[src/rtl/nco_iq_downconverter_if.sv]
// ---------------------------------------------------------------------------
// nco_iq_downconverter_if
// Bundles the sample/NCO input stream and the result handshake of the
// NCO I/Q downconverter.
//   in_valid, in_data, sine_in, cosine_in : sample and NCO pair, same cycle
//   out_valid, out_ready, i_out, q_out    : single-entry result handshake
//   overrun, ovr_clr                      : sticky overrun flag and its clear
// The master modport is the producer/consumer side that drives the inputs.
// The slave modport is the downconverter itself.
// ---------------------------------------------------------------------------
interface nco_iq_downconverter_if #(
    parameter int ACC_W = 20
);
    logic                    in_valid;
    logic signed [7:0]       in_data;
    logic signed [7:0]       sine_in;
    logic signed [7:0]       cosine_in;
    logic                    out_valid;
    logic                    out_ready;
    logic signed [ACC_W-1:0] i_out;
    logic signed [ACC_W-1:0] q_out;
    logic                    overrun;
    logic                    ovr_clr;

    modport master (
        output in_valid, in_data, sine_in, cosine_in, out_ready, ovr_clr,
        input  out_valid, i_out, q_out, overrun
    );

    modport slave (
        input  in_valid, in_data, sine_in, cosine_in, out_ready, ovr_clr,
        output out_valid, i_out, q_out, overrun
    );
endinterface

[src/rtl/nco_iq_downconverter.sv]
// ---------------------------------------------------------------------------
// nco_iq_downconverter
// Mixes a real signed 8-bit sample stream with the NCO sine/cosine pair,
// integrates DECIM accepted products (accumulate-and-dump) and hands the
// I/Q sums to a single-entry output buffer with a sticky overrun flag.
// Ports:
//   clk   : system clock, rising edge
//   reset : synchronous active-low reset
//   bus   : nco_iq_downconverter_if.slave (samples in, I/Q results out)
// ---------------------------------------------------------------------------
module nco_iq_downconverter #(
    parameter int DECIM = 16,
    parameter int ACC_W = 20
) (
    input  logic                    clk,
    input  logic                    reset,
    nco_iq_downconverter_if.slave   bus
);
    localparam int               CNT_W    = $clog2(DECIM);
    localparam logic [CNT_W-1:0] CNT_LAST = CNT_W'(DECIM - 1);

    typedef enum logic [0:0] {
        BUF_EMPTY = 1'b0,
        BUF_FULL  = 1'b1
    } buf_state_t;

    logic signed [15:0]      p_i_r;
    logic signed [15:0]      p_q_r;
    logic                    p_vld_r;
    logic signed [15:0]      prod_i_s;
    logic signed [15:0]      prod_q_s;
    logic signed [ACC_W-1:0] acc_i_r;
    logic signed [ACC_W-1:0] acc_q_r;
    logic [CNT_W-1:0]        cnt_r;
    logic                    dump_s;
    logic signed [ACC_W-1:0] sum_i_s;
    logic signed [ACC_W-1:0] sum_q_s;
    buf_state_t              state_r;
    buf_state_t              state_nxt_s;
    logic                    load_s;
    logic                    ovr_set_s;
    logic signed [ACC_W-1:0] i_out_r;
    logic signed [ACC_W-1:0] q_out_r;
    logic                    overrun_r;

    // Sign-extend a 16-bit product to the accumulator width.
    function automatic logic signed [ACC_W-1:0] sext16(input logic signed [15:0] v);
        return {{(ACC_W-16){v[15]}}, v};
    endfunction

    // Full-precision signed products; operands are widened before multiplying.
    always_comb begin
        prod_i_s = 16'(bus.in_data) * 16'(bus.cosine_in);
        prod_q_s = 16'(16'sd0 - (16'(bus.in_data) * 16'(bus.sine_in)));
    end

    // Product stage: capture on accepted samples, otherwise hold.
    always_ff @(posedge clk) begin
        if (!reset) begin
            p_i_r   <= 16'sd0;
            p_q_r   <= 16'sd0;
            p_vld_r <= 1'b0;
        end else begin
            p_vld_r <= bus.in_valid;
            if (bus.in_valid) begin
                p_i_r <= prod_i_s;
                p_q_r <= prod_q_s;
            end else begin
                p_i_r <= p_i_r;
                p_q_r <= p_q_r;
            end
        end
    end

    // Running sums including the current product; on the last sample of a
    // frame this is the frame result, so the dump sample is counted once.
    always_comb begin
        dump_s  = p_vld_r && (cnt_r == CNT_LAST);
        sum_i_s = acc_i_r + sext16(p_i_r);
        sum_q_s = acc_q_r + sext16(p_q_r);
    end

    // Accumulators and frame sample counter.
    always_ff @(posedge clk) begin
        if (!reset) begin
            acc_i_r <= '0;
            acc_q_r <= '0;
            cnt_r   <= '0;
        end else if (p_vld_r) begin
            if (dump_s) begin
                acc_i_r <= '0;
                acc_q_r <= '0;
                cnt_r   <= '0;
            end else begin
                acc_i_r <= sum_i_s;
                acc_q_r <= sum_q_s;
                cnt_r   <= cnt_r + CNT_W'(1);
            end
        end else begin
            acc_i_r <= acc_i_r;
            acc_q_r <= acc_q_r;
            cnt_r   <= cnt_r;
        end
    end

    // Output buffer state register.
    always_ff @(posedge clk) begin
        if (!reset) begin
            state_r <= BUF_EMPTY;
        end else begin
            state_r <= state_nxt_s;
        end
    end

    // Output buffer next state: a dump into a full buffer is only accepted
    // when the consumer drains it on the same edge, else it is dropped.
    always_comb begin
        state_nxt_s = state_r;
        load_s      = 1'b0;
        ovr_set_s   = 1'b0;
        case (state_r)
            BUF_EMPTY: begin
                if (dump_s) begin
                    state_nxt_s = BUF_FULL;
                    load_s      = 1'b1;
                end else begin
                    state_nxt_s = BUF_EMPTY;
                end
            end
            BUF_FULL: begin
                if (dump_s && bus.out_ready) begin
                    load_s = 1'b1;
                end else if (dump_s) begin
                    ovr_set_s = 1'b1;
                end else if (bus.out_ready) begin
                    state_nxt_s = BUF_EMPTY;
                end else begin
                    state_nxt_s = BUF_FULL;
                end
            end
            default: begin
                state_nxt_s = BUF_EMPTY;
            end
        endcase
    end

    // Result registers and sticky overrun; a set event beats ovr_clr.
    always_ff @(posedge clk) begin
        if (!reset) begin
            i_out_r   <= '0;
            q_out_r   <= '0;
            overrun_r <= 1'b0;
        end else begin
            if (load_s) begin
                i_out_r <= sum_i_s;
                q_out_r <= sum_q_s;
            end else begin
                i_out_r <= i_out_r;
                q_out_r <= q_out_r;
            end
            if (ovr_set_s) begin
                overrun_r <= 1'b1;
            end else if (bus.ovr_clr) begin
                overrun_r <= 1'b0;
            end else begin
                overrun_r <= overrun_r;
            end
        end
    end

    assign bus.out_valid = (state_r == BUF_FULL);
    assign bus.i_out     = i_out_r;
    assign bus.q_out     = q_out_r;
    assign bus.overrun   = overrun_r;
endmodule

[src/flat_wrapper.sv]
// flat-port wrapper written by rule: the top's interface ports become plain ports
module nco_iq_downconverter_flat 
#(
    parameter int DECIM = 16,
    parameter int ACC_W = 20
)
  (clk, reset, bus_in_valid, bus_in_data, bus_sine_in, bus_cosine_in, bus_out_ready, bus_ovr_clr, bus_out_valid, bus_i_out, bus_q_out, bus_overrun);
  nco_iq_downconverter_if #(.ACC_W(ACC_W)) bus_i ();
  input  logic clk;
  input  logic reset;
  input wire logic [$bits(bus_i.in_valid)-1:0] bus_in_valid;
  input wire logic [$bits(bus_i.in_data)-1:0] bus_in_data;
  input wire logic [$bits(bus_i.sine_in)-1:0] bus_sine_in;
  input wire logic [$bits(bus_i.cosine_in)-1:0] bus_cosine_in;
  input wire logic [$bits(bus_i.out_ready)-1:0] bus_out_ready;
  input wire logic [$bits(bus_i.ovr_clr)-1:0] bus_ovr_clr;
  output wire logic [$bits(bus_i.out_valid)-1:0] bus_out_valid;
  output wire logic [$bits(bus_i.i_out)-1:0] bus_i_out;
  output wire logic [$bits(bus_i.q_out)-1:0] bus_q_out;
  output wire logic [$bits(bus_i.overrun)-1:0] bus_overrun;
  assign bus_i.in_valid = bus_in_valid;
  assign bus_i.in_data = bus_in_data;
  assign bus_i.sine_in = bus_sine_in;
  assign bus_i.cosine_in = bus_cosine_in;
  assign bus_i.out_ready = bus_out_ready;
  assign bus_i.ovr_clr = bus_ovr_clr;
  assign bus_out_valid = bus_i.out_valid;
  assign bus_i_out = bus_i.i_out;
  assign bus_q_out = bus_i.q_out;
  assign bus_overrun = bus_i.overrun;
  nco_iq_downconverter #(.DECIM(DECIM), .ACC_W(ACC_W)) u_core (.clk(clk), .reset(reset), .bus(bus_i));
endmodule
[config.mk]
export PLATFORM = sky130hd
export DESIGN_NAME = nco_iq_downconverter_flat
export DESIGN_NICKNAME = d
export VERILOG_FILES = /design/src/rtl/nco_iq_downconverter_if.sv /design/src/rtl/nco_iq_downconverter.sv /design/src/flat_wrapper.sv
export SDC_FILE = /design/constraint.sdc
export NUM_CORES = 1
export LEC_CHECK = 0
export CAP_MARGIN = 15
export CORE_ASPECT_RATIO = 1.4
export CORE_UTILIZATION = 61
export CTS_CLUSTER_SIZE = 14
export DETAILED_ROUTE_END_ITERATION = 12
export GPL_ROUTABILITY_DRIVEN = 0
export GPL_TIMING_DRIVEN = 0
export PLACE_DENSITY = 0.82
export SLEW_MARGIN = 30
export SYNTH_ARGS = -nofsm -noshare
export SYNTH_HDL_FRONTEND = slang
export SYNTH_SLANG_ARGS = --single-unit
[constraint.sdc]
create_clock -name clk -period 6.3 [get_ports clk]
set_input_delay 0.63 -clock clk [delete_from_list [all_inputs] [get_ports clk]]
set_output_delay 0.63 -clock clk [all_outputs]
set_load 0.05 [all_outputs]
---- After elaboration in Yosys (flattened, before gate mapping) ----
Index checks and enable logic that the tools add are counted.
storage, ports and cells
  logic and storage cells ................. 35
  input bits .............................. 29
  output and inout port bits .............. 42
  register bits ........................... 119
cells by class
  bitwise operators ....................... 1
  reductions and logical operators ........ 3
  multipliers ............................. 2
  add/subtract/negate cells ............... 4
  multiplexer cells ....................... 14
  equal/unequal tests ..................... 1
operators with widths
  kind                                                                 number
  20-bit by 16-bit adder with 20-bit output                            2
  20-bit 2-to-1 mux                                                    2
  8-bit by 8-bit multiplier with 16-bit output                         2
  1-bit by 16-bit subtractor with 16-bit output, first input constant  1
  1-bit 2-to-1 mux                                                     9
  4-bit by 1-bit adder with 4-bit output, second input constant        1
  4-bit == test, second input constant                                 1
  4-bit 2-to-1 mux                                                     1
  1-bit case mux with 2 select lines                                   2
  1-bit logical AND                                                    2
  2-bit nonzero test                                                   1
  1-bit inverter                                                       1

---- Logic depth before layout (Yosys ltp) ----
  depth in word-level cells ............... 6
  gate-level depth with buffers ........... 19
  mapped depth without buffers ............ 18

---- Least setup slack after synthesis ----
Ideal clock, no wire load.
  path type ............................... input to register
  from .................................... in bus_in_data[7]
  to ...................................... reg u_core.p_q_r[15]
  setup slack ............................. 1.382 ns
  path buffers ............................ 1
  stages .................................. 18
  arrival ................................. 4.848 ns
  required time ........................... 6.230 ns
  path through ............................ clkbuf_1 -> nand2_1 -> inv_1 -> fa_1 -> inv_1 -> fa_1 -> fa_1 -> inv_1 -> fa_1 -> inv_1 -> ha_1 -> ha_1 -> a21o_1 -> a21o_1 -> a21o_1 -> a31o_2 -> xor2_1 -> a21oi_1
between the ends
  word-level cells in the longest chain between the ends .. 2
ends and longest elaborated chain
  element                                        line                        source
  from (decl)                                    flat_wrapper.sv:12          input wire logic [$bits(bus_i.in_data)-1:0] bus_in_data;
  8-bit by 8-bit multiplier with 16-bit output   nco_iq_downconverter.sv:54  prod_q_s = 16'(16'sd0 - (16'(bus.in_data) * 16'(bus.sine_in)));
  1-bit by 16-bit subtractor with 16-bit output  nco_iq_downconverter.sv:54
  to (signal assigned)                           nco_iq_downconverter.sv:67  p_q_r <= prod_q_s;
  to (signal assigned)                           nco_iq_downconverter.sv:70  p_q_r <= p_q_r;
  to (decl)                                      nco_iq_downconverter.sv:28  logic signed [15:0] p_q_r;
No other way between the ends.
A chain may end at the register's enable or synchronous reset.

---- Worst setup path in the final report ----
Same ends and word-level chain as after synthesis.

==> flow_results.xml <==
<?xml version="1.0" encoding="UTF-8"?>
<metrics>
  <group name="placement">
    <metric name="portbufs" unit="">68</metric>
    <metric name="hpwl" unit="µm">21500</metric>
    <metric name="place_inst" unit="">1583</metric>
    <metric name="dp_area" unit="µm²">12000</metric>
  </group>
  <group name="synthesis">
    <metric name="synthDominantCellAreaShare" unit="%">21.5</metric>
    <metric name="yosysUniqueCellTypes" unit="">60</metric>
    <metric name="yosys-top-cells-area" unit="">sky130_fd_sc_hd__dfxtp_1 (22%), sky130_fd_sc_hd__fa_1 (19%), sky130_fd_sc_hd__ha_1 (13%)</metric>
    <metric name="synthFlopType" unit="">sky130_fd_sc_hd__dfxtp_1</metric>
    <metric name="synth_edf_count" unit="">0</metric>
    <metric name="synth_area_leader_cell" unit="">sky130_fd_sc_hd__dfxtp_1</metric>
    <metric name="synthMostInstantiatedCell" unit="">sky130_fd_sc_hd__inv_1</metric>
    <metric name="synth.avg_cell_area" unit="µm²">8.64</metric>
    <metric name="yosysWarnings" unit="">0</metric>
    <metric name="synth-seq-cells" unit="">119</metric>
    <metric name="synth-seq-area-share" unit="%">21.5</metric>
    <metric name="synth.cells.most_frequent" unit="">sky130_fd_sc_hd__inv_1 (154), sky130_fd_sc_hd__nand2_1 (131), sky130_fd_sc_hd__dfxtp_1 (119)</metric>
    <metric name="netlist_area" unit="µm²">11100</metric>
    <metric name="ys_async_sr_fraction" unit="%">0</metric>
    <metric name="post_synthesis_cell_count" unit="">1279</metric>
    <metric name="syn-num-nets" unit="">1527</metric>
  </group>
  <group name="power">
    <metric name="irDropWorstVdd" unit="µV">269</metric>
    <metric name="static_leak" unit="nW">5.66</metric>
    <metric name="power_frac_comb" unit="%">59.1</metric>
    <metric name="pwr_density_cell" unit="nW/µm²">356</metric>
    <metric name="power.switching" unit="mW">1.93</metric>
    <metric name="internal_power" unit="mW">2.56</metric>
    <metric name="share_of_power_burned_in_the_clock_network" unit="%">20.7</metric>
    <metric name="netSwitchingFraction" unit="%">43.0</metric>
    <metric name="seq_power_share" unit="%">20.2</metric>
  </group>
  <group name="sta">
    <metric name="period_share" unit="%">86.6</metric>
    <metric name="period_needed" unit="ns">5.46</metric>
    <metric name="timing.final.max_slew_violations" unit="">0</metric>
    <metric name="fmax" unit="GHz">0.183</metric>
    <metric name="timing.final.setup_violations" unit="">0</metric>
    <metric name="worst-slew-pin-transition" unit="ns">0.752</metric>
    <metric name="final.setup.tns" unit="ns">0</metric>
    <metric name="timing.max_slew.rel_slack" unit="%">49.9</metric>
    <metric name="hold-worst-slack" unit="ns">0.450</metric>
    <metric name="finClkSkew" unit="ns">0.00779</metric>
    <metric name="finalHoldViolCount" unit="">0</metric>
    <metric name="rsz0062_at_grt" unit="">no</metric>
  </group>
  <group name="clocking">
    <metric name="clkSinkCount" unit="">119</metric>
    <metric name="clkTransAtPathRegs" unit="ns">0.06</metric>
    <metric name="ctsLongestPathBuffers" unit="">2</metric>
    <metric name="post_cts_buffers" unit="">0</metric>
    <metric name="root_buffer" unit="">sky130_fd_sc_hd__clkbuf_16</metric>
    <metric name="postCtsResizedCells" unit="">0</metric>
    <metric name="htreeDepth" unit="">4</metric>
    <metric name="post_cts_hold_buffer_count" unit="">0</metric>
    <metric name="source_to_sink_clock_delay_at_the_later_pin_of_the_worst_skew_pair" unit="ns">0.42</metric>
    <metric name="clock_tree_from_tritoncts" unit="">done</metric>
    <metric name="numCtsBuffers" unit="">17</metric>
  </group>
  <group name="global_route">
    <metric name="global_route_wire_length_before_repair" unit="µm">44800</metric>
    <metric name="global_route.usage.total" unit="%">30.8</metric>
    <metric name="antenna_found_initial" unit="">0</metric>
    <metric name="via_count_of_the_first_global_routing_pass" unit="">9477</metric>
    <metric name="grt_start_max_net_pins" unit="">17</metric>
    <metric name="globalRouteOverflowTotal" unit="">0</metric>
  </group>
  <group name="worst_setup_path">
    <metric name="worst-endpoint-required" unit="ns">6.59</metric>
    <metric name="timing.setup.critical_path_class" unit="">in -&gt; reg</metric>
    <metric name="path_max_fanout" unit="">10</metric>
    <metric name="arrival" unit="ns">5.74</metric>
    <metric name="endpoint_kind" unit="">flop</metric>
    <metric name="worst_setup_path_start_kind" unit="">primary input</metric>
    <metric name="r2r_setup_slack" unit="ns">3.23</metric>
  </group>
  <group name="die">
    <metric name="placement_rows" unit="">57</metric>
    <metric name="design.portCount" unit="">71</metric>
    <metric name="dieArea" unit="µm²">18700</metric>
    <metric name="chipWidth" unit="µm">116</metric>
    <metric name="coreArea" unit="µm²">17500</metric>
    <metric name="die_height" unit="µm">161</metric>
    <metric name="start_util" unit="%">63.0</metric>
  </group>
  <group name="routing">
    <metric name="avgRoutedWirePerCell" unit="µm">16.8</metric>
    <metric name="first_pass_iters" unit="">5</metric>
    <metric name="post-route-drc-count" unit="">0</metric>
    <metric name="ant_nets" unit="">0</metric>
    <metric name="drt_first_iter_violations" unit="">615</metric>
    <metric name="dr_total_vias" unit="">9372</metric>
    <metric name="avgViaCountPerCell" unit="">5.80</metric>
    <metric name="finalWirelength" unit="µm">27100</metric>
  </group>
  <group name="cells_and_area">
    <metric name="filler_cell_count" unit="">1376</metric>
    <metric name="antenna-diode-count" unit="">0</metric>
    <metric name="final_area" unit="µm²">12600</metric>
    <metric name="final_layout_size_suffix_gt1_share" unit="%">3.41</metric>
    <metric name="area_growth_syn_to_fin" unit="%">14.0</metric>
    <metric name="final-instance-count-excl-fill" unit="">1615</metric>
    <metric name="finalNetCount" unit="">1614</metric>
  </group>
  <group name="run_status">
    <metric name="run_status" unit="">finished, final reports clean</metric>
  </group>
  <group name="min_path">
    <metric name="min_delay_path_class" unit="">reg -&gt; reg</metric>
  </group>
  <group name="flow_run">
    <metric name="max_cap_violations" unit="">0</metric>
  </group>
</metrics>
cells in the final DEF, fill, tap and decap left out, types with 5 or more instances in the layout:
master,n
sky130_fd_sc_hd__o2bb2ai_1,5
sky130_fd_sc_hd__a21o_1,26
sky130_fd_sc_hd__and3_1,5
sky130_fd_sc_hd__nand2b_1,13
sky130_fd_sc_hd__clkbuf_1,42
sky130_fd_sc_hd__nor2_1,79
sky130_fd_sc_hd__or3_1,8
sky130_fd_sc_hd__a21oi_1,86
sky130_fd_sc_hd__dfxtp_1,119
sky130_fd_sc_hd__inv_1,154
sky130_fd_sc_hd__clkbuf_16,17
sky130_fd_sc_hd__mux2i_1,23
sky130_fd_sc_hd__nor2b_1,23
sky130_fd_sc_hd__nor3_1,9
sky130_fd_sc_hd__and2_1,84
sky130_fd_sc_hd__nand4_1,13
sky130_fd_sc_hd__xnor2_1,35
sky130_fd_sc_hd__fa_1,106
sky130_fd_sc_hd__a22o_1,7
sky130_fd_sc_hd__o21ai_0,34
sky130_fd_sc_hd__ha_1,113
sky130_fd_sc_hd__clkdlybuf4s50_1,68
sky130_fd_sc_hd__clkinvlp_4,5
sky130_fd_sc_hd__xor2_1,28
sky130_fd_sc_hd__a31oi_1,11
sky130_fd_sc_hd__o211ai_1,7
sky130_fd_sc_hd__a31o_2,6
sky130_fd_sc_hd__nand3_1,27
sky130_fd_sc_hd__o21a_1,8
sky130_fd_sc_hd__nand4b_1,5
sky130_fd_sc_hd__nand2_1,131
sky130_fd_sc_hd__a211oi_1,11
kinds of logic after synthesis:
group	count (synthesis)	synth area share, %
and+or+nand+nor	410	18.3
muxes	23	2.08
AOI/OAI and AO/OA	244	14.2
xor gates and xnor gates	63	4.99
buffers and inverters	201	6.85
adders and majority gates	219	32.0
DFF	119	21.5
cell type report:
cell class	count	area [µm²]	area share (%)
Inverter	155	582	4.62
Clock buffer	19	443	3.51
Buffer	46	175	1.39
Timing Repair Buffer	68	681	5.40
Clock inverter	13	125	0.993
Tap cell	236	295	2.34
Multi-Input combinational cell	959	7920	62.8
Sequential cell	119	2380	18.9
path summary, 6_finish.rpt:
kind                                                         from  cells past startpoint                                end
worst max register to register       u_core.cnt_r[0]$_SDFFE_PN0P_                      7  u_core.bus.q_out[19]$_SDFFE_PN0P_
worst max-delay path                               bus_in_data[7]                     19      u_core.p_q_r[15]$_SDFFE_PN0P_
worst min register to register  u_core.bus.q_out[16]$_SDFFE_PN0P_                      2  u_core.bus.q_out[16]$_SDFFE_PN0P_
worst min-delay path            u_core.bus.q_out[16]$_SDFFE_PN0P_                      2  u_core.bus.q_out[16]$_SDFFE_PN0P_
per-layer routing:
| layer | vias up | wire length, µm | track usage [%] |
|---|---|---|---|
| met3 | 102 | 1460 | 3.71 |
| met4 | 0 | 1400 | 16.7 |
| li1 | 4441 | - | - |
| met2 | 372 | 14100 | 55.8 |
| met1 | 4457 | 10100 | 34.4 |
| met5 | - | 0 | 0 |
worst max-delay path: stages:
cell                              delay, ns
sky130_fd_sc_hd__clkdlybuf4s50_1       0.54
sky130_fd_sc_hd__clkbuf_1              0.38
sky130_fd_sc_hd__nand2_1               0.17
sky130_fd_sc_hd__inv_1                 0.16
sky130_fd_sc_hd__fa_1                  0.53
sky130_fd_sc_hd__inv_1                 0.12
sky130_fd_sc_hd__fa_1                  0.44
sky130_fd_sc_hd__fa_1                  0.54
sky130_fd_sc_hd__inv_1                 0.05
sky130_fd_sc_hd__fa_1                  0.48
sky130_fd_sc_hd__inv_1                 0.04
sky130_fd_sc_hd__ha_1                  0.27
sky130_fd_sc_hd__ha_1                  0.34
sky130_fd_sc_hd__a21o_1                0.19
sky130_fd_sc_hd__a21o_1                0.20
sky130_fd_sc_hd__a21o_1                0.18
sky130_fd_sc_hd__a31o_2                0.21
sky130_fd_sc_hd__xor2_1                0.18
sky130_fd_sc_hd__a21oi_1               0.09
stage by stage:
step / total power, mW / setup WS (ns) / util, %
2_1_floorplan: 2.98 / 1.38 / -
3_3_place_gp: 3.43 / 0.500 / 68.6
3_5_place_dp: 3.54 / 0.455 / 68.6
4_1_cts: 4.48 / 0.874 / 71.8
5_1_grt: 4.87 / 0.573 / 71.8
6_report: 4.49 / 0.843 / 71.8
power groups by stage:
stage          logic, mW  registers [mW]  clock network (mW)
3_3_place_gp        2.51           0.918                   0
4_1_cts             2.65           0.906               0.922
6_report            2.66           0.908               0.928
5_1_grt             3.00           0.913               0.962
2_1_floorplan       2.09           0.894                   0
3_5_place_dp        2.62           0.920                   0
state kept, by name, summed over array words and instances (netlist names):
register,flops
u_core.acc_i_r,20
u_core.acc_q_r,20
u_core.bus.i_out,20
u_core.bus.out_valid,1
u_core.bus.overrun,1
u_core.bus.q_out,20
u_core.cnt_r,4
u_core.p_i_r,16
u_core.p_q_r,16
u_core.p_vld_r,1
No activity file was read; power rests on OpenSTA's default activity.
